[src/rtl/modexp_pkg.sv]
// ---------------------------------------------------------------------------
// modexp_pkg
// Shared definitions for the parametrised modular exponentiation unit.
//   stateT    : controller states of the top-level FSM
//   cntWidth  : width of a counter that has to hold values 0 .. n-1
// ---------------------------------------------------------------------------
package modexp_pkg;

  typedef enum logic [1:0] {
    IDLE,
    REDUCE,
    BITS,
    DONE
  } stateT;

  // A counter running from n-1 down to 1 needs clog2(n) bits; keep at least
  // one bit so degenerate widths still elaborate.
  function automatic int cntWidth(input int n);
    return (n > 1) ? $clog2(n) : 1;
  endfunction

endpackage

[src/rtl/modmul_interleaved.sv]
// ---------------------------------------------------------------------------
// modmul_interleaved
// Bit-serial interleaved modular multiplier: R = A*B mod M, scanning A from
// its MSB down, one bit per clock. The first bit is processed on the go edge
// itself, so the result is ready after N edges and rdy is seen high N cycles
// after go.
// Ports:
//   clk, reset : rising-edge clock, synchronous active-high reset
//   go         : load A/B/M and start a multiplication
//   A          : multiplier operand, any N-bit value
//   B          : multiplicand, must be < M
//   M          : modulus, must be non-zero
//   R          : running / final remainder, always < M
//   rdy        : one-cycle pulse when R holds the finished product
// ---------------------------------------------------------------------------
module modmul_interleaved
  import modexp_pkg::*;
#(
  parameter int N = 8
) (
  input  logic         clk,
  input  logic         reset,
  input  logic         go,
  input  logic [N-1:0] A,
  input  logic [N-1:0] B,
  input  logic [N-1:0] M,
  output logic [N-1:0] R,
  output logic         rdy
);

  localparam int CW = cntWidth(N);

  logic [N-1:0]  aReg;
  logic [N-1:0]  bReg;
  logic [N-1:0]  mReg;
  logic [N-1:0]  rReg;
  logic [CW-1:0] cnt;
  logic          active;

  // One interleaved step: double, reduce, conditionally add B, reduce.
  // With r < m and b < m every intermediate stays below 2m, so N+2 bits are
  // enough and each reduction needs only a single subtraction.
  function automatic logic [N-1:0] step(input logic [N-1:0] r,
                                        input logic         abit,
                                        input logic [N-1:0] b,
                                        input logic [N-1:0] m);
    logic [N+1:0] t;
    logic [N+1:0] mw;
    mw = {2'b00, m};
    t  = {1'b0, r, 1'b0};
    if (t >= mw) t = t - mw;
    if (abit) t = t + {2'b00, b};
    if (t >= mw) t = t - mw;
    return t[N-1:0];
  endfunction

  // Operand capture on go, then one step per cycle until all N bits of A
  // have been consumed; rdy is raised for exactly one cycle at the end.
  always_ff @(posedge clk) begin
    if (reset) begin
      aReg   <= '0;
      bReg   <= '0;
      mReg   <= '0;
      rReg   <= '0;
      cnt    <= '0;
      active <= 1'b0;
      rdy    <= 1'b0;
    end else begin
      rdy <= 1'b0;
      if (go) begin
        rReg   <= step('0, A[N-1], B, M);
        aReg   <= {A[N-2:0], 1'b0};
        bReg   <= B;
        mReg   <= M;
        cnt    <= CW'(N - 1);
        active <= 1'b1;
      end else if (active) begin
        rReg <= step(rReg, aReg[N-1], bReg, mReg);
        aReg <= {aReg[N-2:0], 1'b0};
        cnt  <= cnt - CW'(1);
        if (cnt == CW'(1)) begin
          active <= 1'b0;
          rdy    <= 1'b1;
        end
      end
    end
  end

  assign R = rReg;

endmodule

[src/rtl/modular_exp_param.sv]
// ---------------------------------------------------------------------------
// modular_exp_param
// P = X^Y mod M using right-to-left square-and-multiply. A squarer and a
// multiplier (both modmul_interleaved) run side by side, so every exponent
// bit costs N cycles. The first N cycles reduce X modulo M by multiplying it
// by "one" on the multiply instance. Processing stops after the highest set
// bit of Y.
// Ports:
//   clk, reset : rising-edge clock, synchronous active-high reset
//   start      : request, only looked at in IDLE
//   X, Y, M    : base (any value), exponent, modulus
//   P          : result, held from the done cycle until the next result
//   busy       : high while an operation is in progress
//   done       : one-cycle completion pulse
//   err        : flagged with done when M == 0, cleared by the next start
// ---------------------------------------------------------------------------
module modular_exp_param
  import modexp_pkg::*;
#(
  parameter int N = 8,
  parameter int E = N
) (
  input  logic         clk,
  input  logic         reset,
  input  logic         start,
  input  logic [N-1:0] X,
  input  logic [E-1:0] Y,
  input  logic [N-1:0] M,
  output logic [N-1:0] P,
  output logic         busy,
  output logic         done,
  output logic         err
);

  stateT        state;
  stateT        nextState;

  logic [E-1:0] yReg;
  logic [N-1:0] mReg;
  logic [N-1:0] oneReg;
  logic [N-1:0] resultReg;
  logic [N-1:0] pReg;
  logic         errReg;

  logic [N-1:0] oneIn;
  logic [N-1:0] nextBase;
  logic [N-1:0] nextResult;
  logic [N-1:0] mulA;
  logic [N-1:0] mulB;
  logic [N-1:0] mIn;
  logic [N-1:0] mulR;
  logic [N-1:0] sqR;
  logic         mulGo;
  logic         sqGo;
  logic         mulRdy;
  logic         sqRdy;
  logic         stepDone;
  logic         lastBit;

  // "one" is 0 for M == 1 so that every value, including the initial result,
  // is already reduced and M == 1 naturally produces P = 0.
  assign oneIn    = (M == N'(1)) ? '0 : N'(1);
  assign stepDone = mulRdy & sqRdy;
  assign lastBit  = ((yReg >> 1) == {E{1'b0}});

  // State register.
  always_ff @(posedge clk) begin
    if (reset) begin
      state <= IDLE;
    end else begin
      state <= nextState;
    end
  end

  // Next-state logic, multiplier operand steering and status outputs.
  // The multipliers are restarted on the same edge that finishes a step,
  // so their operands come straight from the values being registered.
  // X is consumed by the multiplier on the accept edge, which captures it.
  always_comb begin
    nextState  = state;
    mulGo      = 1'b0;
    sqGo       = 1'b0;
    busy       = 1'b0;
    done       = 1'b0;
    nextBase   = (state == BITS) ? sqR : mulR;
    nextResult = (state == BITS) ? (yReg[0] ? mulR : resultReg) : oneReg;
    mulA       = nextResult;
    mulB       = nextBase;
    mIn        = mReg;
    case (state)
      IDLE: begin
        mulA = X;
        mulB = oneIn;
        mIn  = M;
        if (start) begin
          if (M == '0) begin
            nextState = DONE;
          end else begin
            nextState = REDUCE;
            mulGo     = 1'b1;
          end
        end
      end
      REDUCE: begin
        busy = 1'b1;
        if (mulRdy) begin
          if (yReg == '0) begin
            nextState = DONE;
          end else begin
            nextState = BITS;
            mulGo     = 1'b1;
            sqGo      = 1'b1;
          end
        end
      end
      BITS: begin
        busy = 1'b1;
        if (stepDone) begin
          if (lastBit) begin
            nextState = DONE;
          end else begin
            mulGo = 1'b1;
            sqGo  = 1'b1;
          end
        end
      end
      DONE: begin
        done      = 1'b1;
        nextState = IDLE;
      end
      default: nextState = IDLE;
    endcase
  end

  // Operand, exponent and result registers. P is loaded on the edge that
  // enters DONE so it is valid together with the done pulse.
  always_ff @(posedge clk) begin
    if (reset) begin
      yReg      <= '0;
      mReg      <= '0;
      oneReg    <= '0;
      resultReg <= '0;
      pReg      <= '0;
      errReg    <= 1'b0;
    end else begin
      case (state)
        IDLE: begin
          if (start) begin
            yReg   <= Y;
            mReg   <= M;
            oneReg <= oneIn;
            errReg <= (M == '0);
            if (M == '0) pReg <= '0;
          end
        end
        REDUCE: begin
          if (mulRdy) begin
            resultReg <= nextResult;
            if (yReg == '0) pReg <= nextResult;
          end
        end
        BITS: begin
          if (stepDone) begin
            resultReg <= nextResult;
            yReg      <= yReg >> 1;
            if (lastBit) pReg <= nextResult;
          end
        end
        default: ;
      endcase
    end
  end

  assign P   = pReg;
  assign err = errReg;

  modmul_interleaved #(.N(N)) uMul (
    .clk   (clk),
    .reset (reset),
    .go    (mulGo),
    .A     (mulA),
    .B     (mulB),
    .M     (mIn),
    .R     (mulR),
    .rdy   (mulRdy)
  );

  modmul_interleaved #(.N(N)) uSqr (
    .clk   (clk),
    .reset (reset),
    .go    (sqGo),
    .A     (nextBase),
    .B     (nextBase),
    .M     (mIn),
    .R     (sqR),
    .rdy   (sqRdy)
  );

endmodule

[config.mk]
export PLATFORM = sky130hd
export DESIGN_NAME = modular_exp_param
export DESIGN_NICKNAME = d
export VERILOG_FILES = /design/src/rtl/modexp_pkg.sv /design/src/rtl/modmul_interleaved.sv /design/src/rtl/modular_exp_param.sv
export SDC_FILE = /design/constraint.sdc
export NUM_CORES = 1
export LEC_CHECK = 0
export BUFFER_PORTS_ARGS = -buffer_cell sky130_fd_sc_hd__buf_2
export CAP_MARGIN = 20
export CELL_PAD_IN_SITES_DETAIL_PLACEMENT = 2
export CELL_PAD_IN_SITES_GLOBAL_PLACEMENT = 2
export CORE_ASPECT_RATIO = 1.75
export CORE_MARGIN = 2
export CORE_UTILIZATION = 39
export CTS_BUF_LIST = sky130_fd_sc_hd__clkbuf_4 sky130_fd_sc_hd__clkbuf_8 sky130_fd_sc_hd__clkbuf_16
export CTS_CLUSTER_DIAMETER = 200
export DETAILED_ROUTE_END_ITERATION = 10
export PLACE_DENSITY_LB_ADDON = 0.1
export RECOVER_POWER = 100
export SYNTH_ARGS = -nofsm -noshare
export SYNTH_HDL_FRONTEND = slang
export SYNTH_SLANG_ARGS = --single-unit
[constraint.sdc]
create_clock -name clk -period 7.1 [get_ports clk]
set_clock_uncertainty 0.15 [all_clocks]
set_input_delay 0.355 -clock clk [delete_from_list [all_inputs] [get_ports clk]]
set_output_delay 0.355 -clock clk [all_outputs]
set_load 0.02 [all_outputs]
Word level (Yosys, flattened, before mapping)
Index checks and enable logic that the tools add are counted.
{"block": "word_totals", "reg_bits": 115, "input_bits": 27, "word_cells": 161}
{"block": "classes", "addsub": 13, "n_lt_le_gt_ge": 7, "n_eq_ne": 12, "muxes": 88, "bitwise_logic": 3, "reduce_logical": 17}
{"cell": "two-way mux 10 bit", "count": 27}
{"cell": "two-way mux 8 bit", "count": 28}
{"cell": "adder 10 x 8 -> 10 bit", "count": 4}
{"cell": "greater-or-equal comparator 10 x 8 -> 1 bit", "count": 4}
{"cell": "one-hot mux 8 bit (2 select lines)", "count": 2}
{"cell": "subtractor 8 bit", "count": 4}
{"cell": "logical NOT 8 bit", "count": 3}
{"cell": "one-hot mux 8 bit (3 select lines)", "count": 1}
{"cell": "subtractor 9 x 8 -> 10 bit", "count": 2}
{"cell": "greater-or-equal comparator 9 x 8 -> 1 bit", "count": 2}
{"cell": "two-way mux 1 bit", "count": 18}
{"cell": "two-way mux 3 bit", "count": 4}
{"cell": "two-way mux 2 bit", "count": 5}
{"cell": "!= test 2 bit, second input constant", "count": 5}
{"cell": "subtractor 1 x 8 -> 9 bit, first input constant", "count": 1}
{"cell": "== test 8 x 1 -> 1 bit, second input constant", "count": 1}
{"cell": "greater-or-equal comparator 1 x 8 -> 1 bit, first input constant", "count": 1}
{"cell": "one-hot mux 2 bit (4 select lines)", "count": 1}
{"cell": "nonzero test 2 bit", "count": 4}
{"cell": "AND reduction 7 bit", "count": 1}
{"cell": "== test 3 x 1 -> 1 bit, second input constant", "count": 2}
{"cell": "AND reduction 3 bit", "count": 2}
{"cell": "OR reduction 3 bit", "count": 2}
{"cell": "subtractor 3 x 1 -> 3 bit, second input constant", "count": 2}
{"cell": "12 further kinds", "count": 14}

Longest topological paths before layout
{"block": "depth", "depth_word": 15, "ltp_mapped": 27, "mapped_depth_nobuf": 24}

By module
From an unflattened synthesis, not the netlist that was laid out.
{"block": "hier_totals", "cells_unflattened": 1190, "area_unflattened_um2": 9653.0}
{"module": "modmul_interleaved at uMul", "n_inst": 1, "cells_per_inst": 490, "area_each_um2": 3862.5}
{"module": "modmul_interleaved at uSqr", "n_inst": 1, "cells_per_inst": 459, "area_each_um2": 3699.8}
{"module": "modular_exp_param", "n_inst": 1, "cells_per_inst": 241, "area_each_um2": 2090.8}

Worst setup path before layout
OpenSTA, ideal clock, no wires.
{"block": "synth_timing", "kind": "register to register", "startpoint": "register state[0]", "endpoint": "register uSqr.rReg[1], in the netlist uSqr.R[1]", "setup_ns": 0.122, "arrival_time_ns": 5.831, "required_time_ns": 6.828, "path_slack_ns": 0.997, "stages_incl_launch_ff": 24, "n_path_buf": 3, "path_cell_list": "dfxtp_1 -> inv_1 -> ha_1 -> buf_6 -> clkbuf_1 -> buf_1 -> mux2i_1 -> ha_1 -> inv_1 -> a21oi_1 -> and2_1 -> ha_1 -> inv_1 -> fa_1 -> o21ai_0 -> fa_1 -> a21o_1 -> a21oi_1 -> a21oi_1 -> o311ai_1 -> o2111ai_4 -> mux2_2 -> a22o_1 -> a311o_1"}
{"block": "synth_between", "elab_chain_len": 13, "word_cells_on_any_way": 20, "classes_between": "3 x add/sub; 2 x order compare; 2 x eq/ne; 11 x mux; 2 x reduce/logical"}
{"item": "start: declaration", "line": "modular_exp_param.sv:35", "text": "stateT state;"}
{"item": "start signal: assignment", "line": "modular_exp_param.sv:71", "text": "state <= nextState;"}
{"item": "logical NOT 2 bit", "line": "modular_exp_param.sv:90", "text": "case (state)"}
{"item": "two-way mux 8 bit", "line": "modular_exp_param.sv:90"}
{"item": "subtractor 1 x 8 -> 9 bit or greater-or-equal comparator 1 x 8 -> 1 bit (tied branches)", "line": "modmul_interleaved.sv:51", "text": "if (t >= mw) t = t - mw;"}
{"item": "two-way mux 10 bit", "line": "modmul_interleaved.sv:51"}
{"item": "two-way mux 10 bit", "line": "modmul_interleaved.sv:70", "text": "if (go) begin"}
{"item": "two-way mux 10 bit", "line": "modmul_interleaved.sv:60", "text": "if (reset) begin"}
{"item": "adder 10 x 8 -> 10 bit", "line": "modmul_interleaved.sv:52", "text": "if (abit) t = t + {2'b00, b};"}
{"item": "two-way mux 10 bit", "line": "modmul_interleaved.sv:52"}
{"item": "two-way mux 10 bit", "line": "modmul_interleaved.sv:70"}
{"item": "two-way mux 10 bit", "line": "modmul_interleaved.sv:60"}
{"item": "subtractor 8 bit or greater-or-equal comparator 10 x 8 -> 1 bit (tied branches)", "line": "modmul_interleaved.sv:53", "text": "if (t >= mw) t = t - mw;"}
{"item": "two-way mux 8 bit", "line": "modmul_interleaved.sv:53"}
{"item": "two-way mux 8 bit", "line": "modmul_interleaved.sv:70"}
{"item": "end signal: assignment", "line": "modmul_interleaved.sv:71", "text": "rReg <= step('0, A[N-1], B, M);"}
{"item": "end signal: assignment", "line": "modmul_interleaved.sv:78", "text": "rReg <= step(rReg, aReg[N-1], bReg, mReg);"}
{"item": "end: declaration", "line": "modmul_interleaved.sv:36", "text": "logic [N-1:0] rReg;"}
Parallel ways exist; a longest one is shown, timed or not. The select of a mux whose other input is x is not followed.
A chain may end at the register's enable or synchronous reset.

Final worst setup path
{"block": "layout_timing", "startpoint": "register state[0]", "endpoint": "register uMul.rReg[4], in the netlist uMul.R[4]"}
{"block": "layout_between", "elab_chain_len": 13, "word_cells_on_any_way": 23, "classes_between": "3 x add/sub; 2 x order compare; 2 x eq/ne; 14 x mux; 2 x reduce/logical"}
{"item": "logical NOT 2 bit", "line": "modular_exp_param.sv:90"}
{"item": "two-way mux 8 bit", "line": "modular_exp_param.sv:90"}
{"item": "subtractor 1 x 8 -> 9 bit or greater-or-equal comparator 1 x 8 -> 1 bit (tied branches)", "line": "modmul_interleaved.sv:51"}
{"item": "two-way mux 10 bit", "line": "modmul_interleaved.sv:51"}
{"item": "two-way mux 10 bit", "line": "modmul_interleaved.sv:70"}
{"item": "two-way mux 10 bit", "line": "modmul_interleaved.sv:60"}
{"item": "adder 10 x 8 -> 10 bit", "line": "modmul_interleaved.sv:52"}
{"item": "two-way mux 10 bit", "line": "modmul_interleaved.sv:52"}
{"item": "two-way mux 10 bit", "line": "modmul_interleaved.sv:70"}
{"item": "two-way mux 10 bit", "line": "modmul_interleaved.sv:60"}
{"item": "subtractor 8 bit or greater-or-equal comparator 10 x 8 -> 1 bit (tied branches)", "line": "modmul_interleaved.sv:53"}
{"item": "two-way mux 8 bit", "line": "modmul_interleaved.sv:53"}
{"item": "two-way mux 8 bit", "line": "modmul_interleaved.sv:70"}
{"item": "end signal: assignment", "line": "modmul_interleaved.sv:71"}
{"item": "end signal: assignment", "line": "modmul_interleaved.sv:78"}
{"item": "end: declaration", "line": "modmul_interleaved.sv:36"}
Parallel ways exist; a longest one is shown, timed or not. The select of a mux whose other input is x is not followed.

==> impl_results.md <==
- Chip width: 122 um
- Crit end category: register
- IO Port Bufs: 37
- Post-synthesis sequential area ratio: 22.9%
- # setup viols final: 0
- Fraction of synthesized area in multiplexers: 9.36%
- Post-cts sizing count: 0
- Final Hold Viols: 0
- FFs w/ async S/R, synth: 0%
- Post-synthesis compound-gate area fraction: 25.2%
- Starting Density: 39.5%
- CP required: 7.27 ns
- Adder-Cell Fraction of Synth Area: 14.2%
- Cell count after synthesis: 1164
- Pwr dens: 492 nW/um2
- CTS clk-pin slew, worst paths: 0.08 ns
- Vias in the first global route: 9935
- H-tree lvl count: 3
- Antenna Cells: 0
- Post-synth top cells: dfxtp_1 (108), nand2_1 (93), nor2_1 (93), ha_1 (91), a21oi_1 (90)
- Clk sinks: 108
- HP Class: in2reg
- Drt initial violations: 366
- XOR/XNOR Fraction of Synth Area: 5.00%
- Post-CTS Setup Repair Bufs: 0
- Routed WL: 35.9 mm
- Vias post-DR: 8972
- DRC: 0
- DR WL/cell: 24.1 um
- Critical Path Start Type: register
- Vias/cell: 6.02
- Die Area: 25600 um2
- Setup TNS: 0 ns
- Period utilization: 91.7%
- DR pass1 iterations: 4
- Slew margin rel.: -48.1%
- Unrepaired setup endpoints after global routing: no
- GPL Wtd Cong: 0.871
- Crit Path Class: reg2reg
- Clock network power share: 11.0%
- IO Count: 38
- Worst EP arrival: 6.68 ns
- Top-area cell type share of the netlist area: 22.9%
- Number of distinct library cells after synthesis: 84
- Final Slew Violations: 85
- Die extent in y: 210 um
- Power share of the combinational group: 72.4%
- Filler cell count: 2842
- Deepest clock path buffer count: 2
- Worst reg-to-reg path cell count: 25
- Post-DP Area: 9940 um2
- Share of cells above drive strength 1: 8.37%
- Yosys reg bits: 108
- Core area: 23900 um2
- Hold buffers post-CTS: 0
- Post-synthesis simple-gate area fraction: 18.4%
- Min Tclk post-route: 6.51 ns
- Antenna violations before repair: 0
- Final Cell Area: 10200 um2
- Post-synthesis cell area: 9450 um2
- Internal power: 2430 uW
- Outcome: finished with violations
- Post-synth EDFFs: 0
- Least-Margin Pin Slew: 2.22 ns
- First-pass GRT wire length: 55.9 mm
- Reg power frac: 16.6%
- Root Buffer: clkbuf_16
- Failing checks: max-capacitance violations, max-slew violations
- # nets final: 1306
- GRT Overall Usage: 29.0%
- F_max: 154 MHz
- Final Core Density: 42.7%
- Leakage Power: 0.00413 uW
- Rows: 75
- Yosys warning total: 0
- Later-pin clock latency in the skew report: 0.38 ns
- Detail Route Antenna Nets: 0
- CTS buffer count: 9
- Detail Placement HPWL: 29.3 mm
- Syn-to-layout area delta: 8.03%
- Critical path peak fanout: 24
- Largest net degree at the start of global routing: 76
- Grt ovf: 0
- Cell taking the most area after synthesis: dfxtp_1
- Avg Synthesized Cell Area: 8.12 um2
- Sw frac: 51.5%
- Peak VDD IR: 0.409 mV
- P_sw: 2590 uW
- Dpl cells: 1474
- CTS tree: built
- Max-cap viol count: 2
- Cell with the most instances after synthesis: dfxtp_1
- Hold-critical path depth: 3
- Post-Syn Nets: 1292
- Synth Flop Type: dfxtp_1
- Layout Cells excl Fill: 1491
- Largest family of logic cells by synthesized area: compound AO/OA/AOI/OAI gates
- Most area-consuming cells after synthesis: dfxtp_1 (23%), ha_1 (12%), mux2i_1 (6.7%), a211oi_1 (5.5%), a21oi_1 (4.8%)
==> registers in the layout, indices dropped and copies added, names as in the netlist, 2 cells and up <==
register and cells:
uMul.R 8, yReg 8, uMul.aReg 7, uSqr.cnt 3, state 2, uSqr.R 8
uMul.bReg 8, uMul.mReg 8, uSqr.mReg 8, resultReg 8, mReg 8, uSqr.aReg 7
uMul.cnt 3, uSqr.bReg 8, P 8
==> power by group through the flow <==
stage / Sequential (uW) / Clock, uW / Combinational [uW]
floorplan: 774 / 0 / 2740
global placement: 841 / 0 / 3520
detailed placement: 845 / 0 / 3620
CTS: 831 / 571 / 3660
global route: 844 / 587 / 4000
finish: 833 / 551 / 3640
==> worst max-delay path: stages (launching register included) <==
cell      delay (ns)
dfxtp_1         0.33
inv_1           0.12
ha_2            0.59
mux2i_1         0.16
buf_4           0.20
ha_1            0.21
inv_1           0.14
a21oi_1         0.12
and2_0          0.25
ha_1            0.25
fa_1            0.42
a21oi_1         0.23
inv_1           0.07
a21oi_1         0.19
xnor2_1         0.08
a21boi_0        0.44
inv_1           0.09
ha_1            0.40
o21ai_0         0.12
o21bai_1        0.09
a21oi_1         0.27
a21oi_1         0.15
a211oi_4        0.53
mux2_1          0.38
a211oi_1        0.28
a311o_1         0.17
==> cell families (layout without fill, tap and decap cells) <==
kind of cell	after synthesis	count (layout)
XOR/XNOR	54	54
multiplexers	85	85
adder cells (fa/ha/maj)	101	101
flip-flops	108	108
buffers and inverters	120	139
AND/OR/NAND/NOR	350	350
AO/OA/AOI/OAI	346	346
==> layer usage <==
layer | track usage (%) | routed length, um | part of all wire (%)
met2 | 57.7 | 20400 | 57
met3 | 2.95 | 689 | 1.9
met5 | 0 | 0 | 0
met4 | 20.3 | 2870 | 8.0
met1 | 26.5 | 12000 | 33
==> cells in the final DEF, fill, tap and decap left out, types with 7 or more instances in the layout <==
master | synthesis | routed
a211o_1 | 7 | 7
buf_2 | 5 | 26
a211oi_1 | 69 | 69
nand2_1 | 93 | 93
buf_4 | 0 | 11
clkbuf_1 | 39 | 17
or3_1 | 11 | 11
clkbuf_16 | 0 | 9
nand3_1 | 26 | 26
mux2i_1 | 63 | 63
xor2_1 | 22 | 22
o211ai_1 | 11 | 11
inv_1 | 68 | 68
nand2b_1 | 10 | 10
a31oi_1 | 8 | 8
nand4_1 | 9 | 9
ha_1 | 91 | 90
o21a_1 | 16 | 16
nor2b_1 | 35 | 35
nor4_1 | 7 | 7
o21ai_0 | 48 | 49
dfxtp_1 | 108 | 108
xnor2_1 | 32 | 32
fa_1 | 10 | 10
a21o_1 | 19 | 19
a21oi_1 | 90 | 90
o31ai_1 | 9 | 9
o21bai_1 | 8 | 8
nor2_1 | 93 | 93
mux2_2 | 20 | 20
nor3_1 | 26 | 26
==> worst paths after layout <==
check / start / to / slack, ns
setup / recovery: state[0] / uMul.R[4] / 0.59
hold / removal: M[7] / mReg[7] / 0.08
setup reg to reg: state[0] / uMul.R[4] / 0.59
hold reg to reg: P[5] / P[5] / 0.31
==> metrics by stage <==
stage	hold slack, ns	setup slack [ns]	power (uW)
6_report	0.0814	0.591	5020
5_1_grt	0.0969	0.186	5430
4_1_cts	0.0649	0.652	5070
3_5_place_dp	0.299	0.707	4470
3_3_place_gp	0.289	0.930	4360
2_1_floorplan	0.291	0.997	3510
==> area by class of cell <==
type / count / area [um2] / share of cell area, %
tap: 308 / 385 / 3.77
timing repair buffer: 54 / 277 / 2.71
inverter: 69 / 264 / 2.58
multi-input combinational: 936 / 6810 / 66.7
clock buffer: 11 / 246 / 2.41
clock inverter: 5 / 65.1 / 0.637
sequential: 108 / 2160 / 21.2
(Power assumes the default switching activity.)
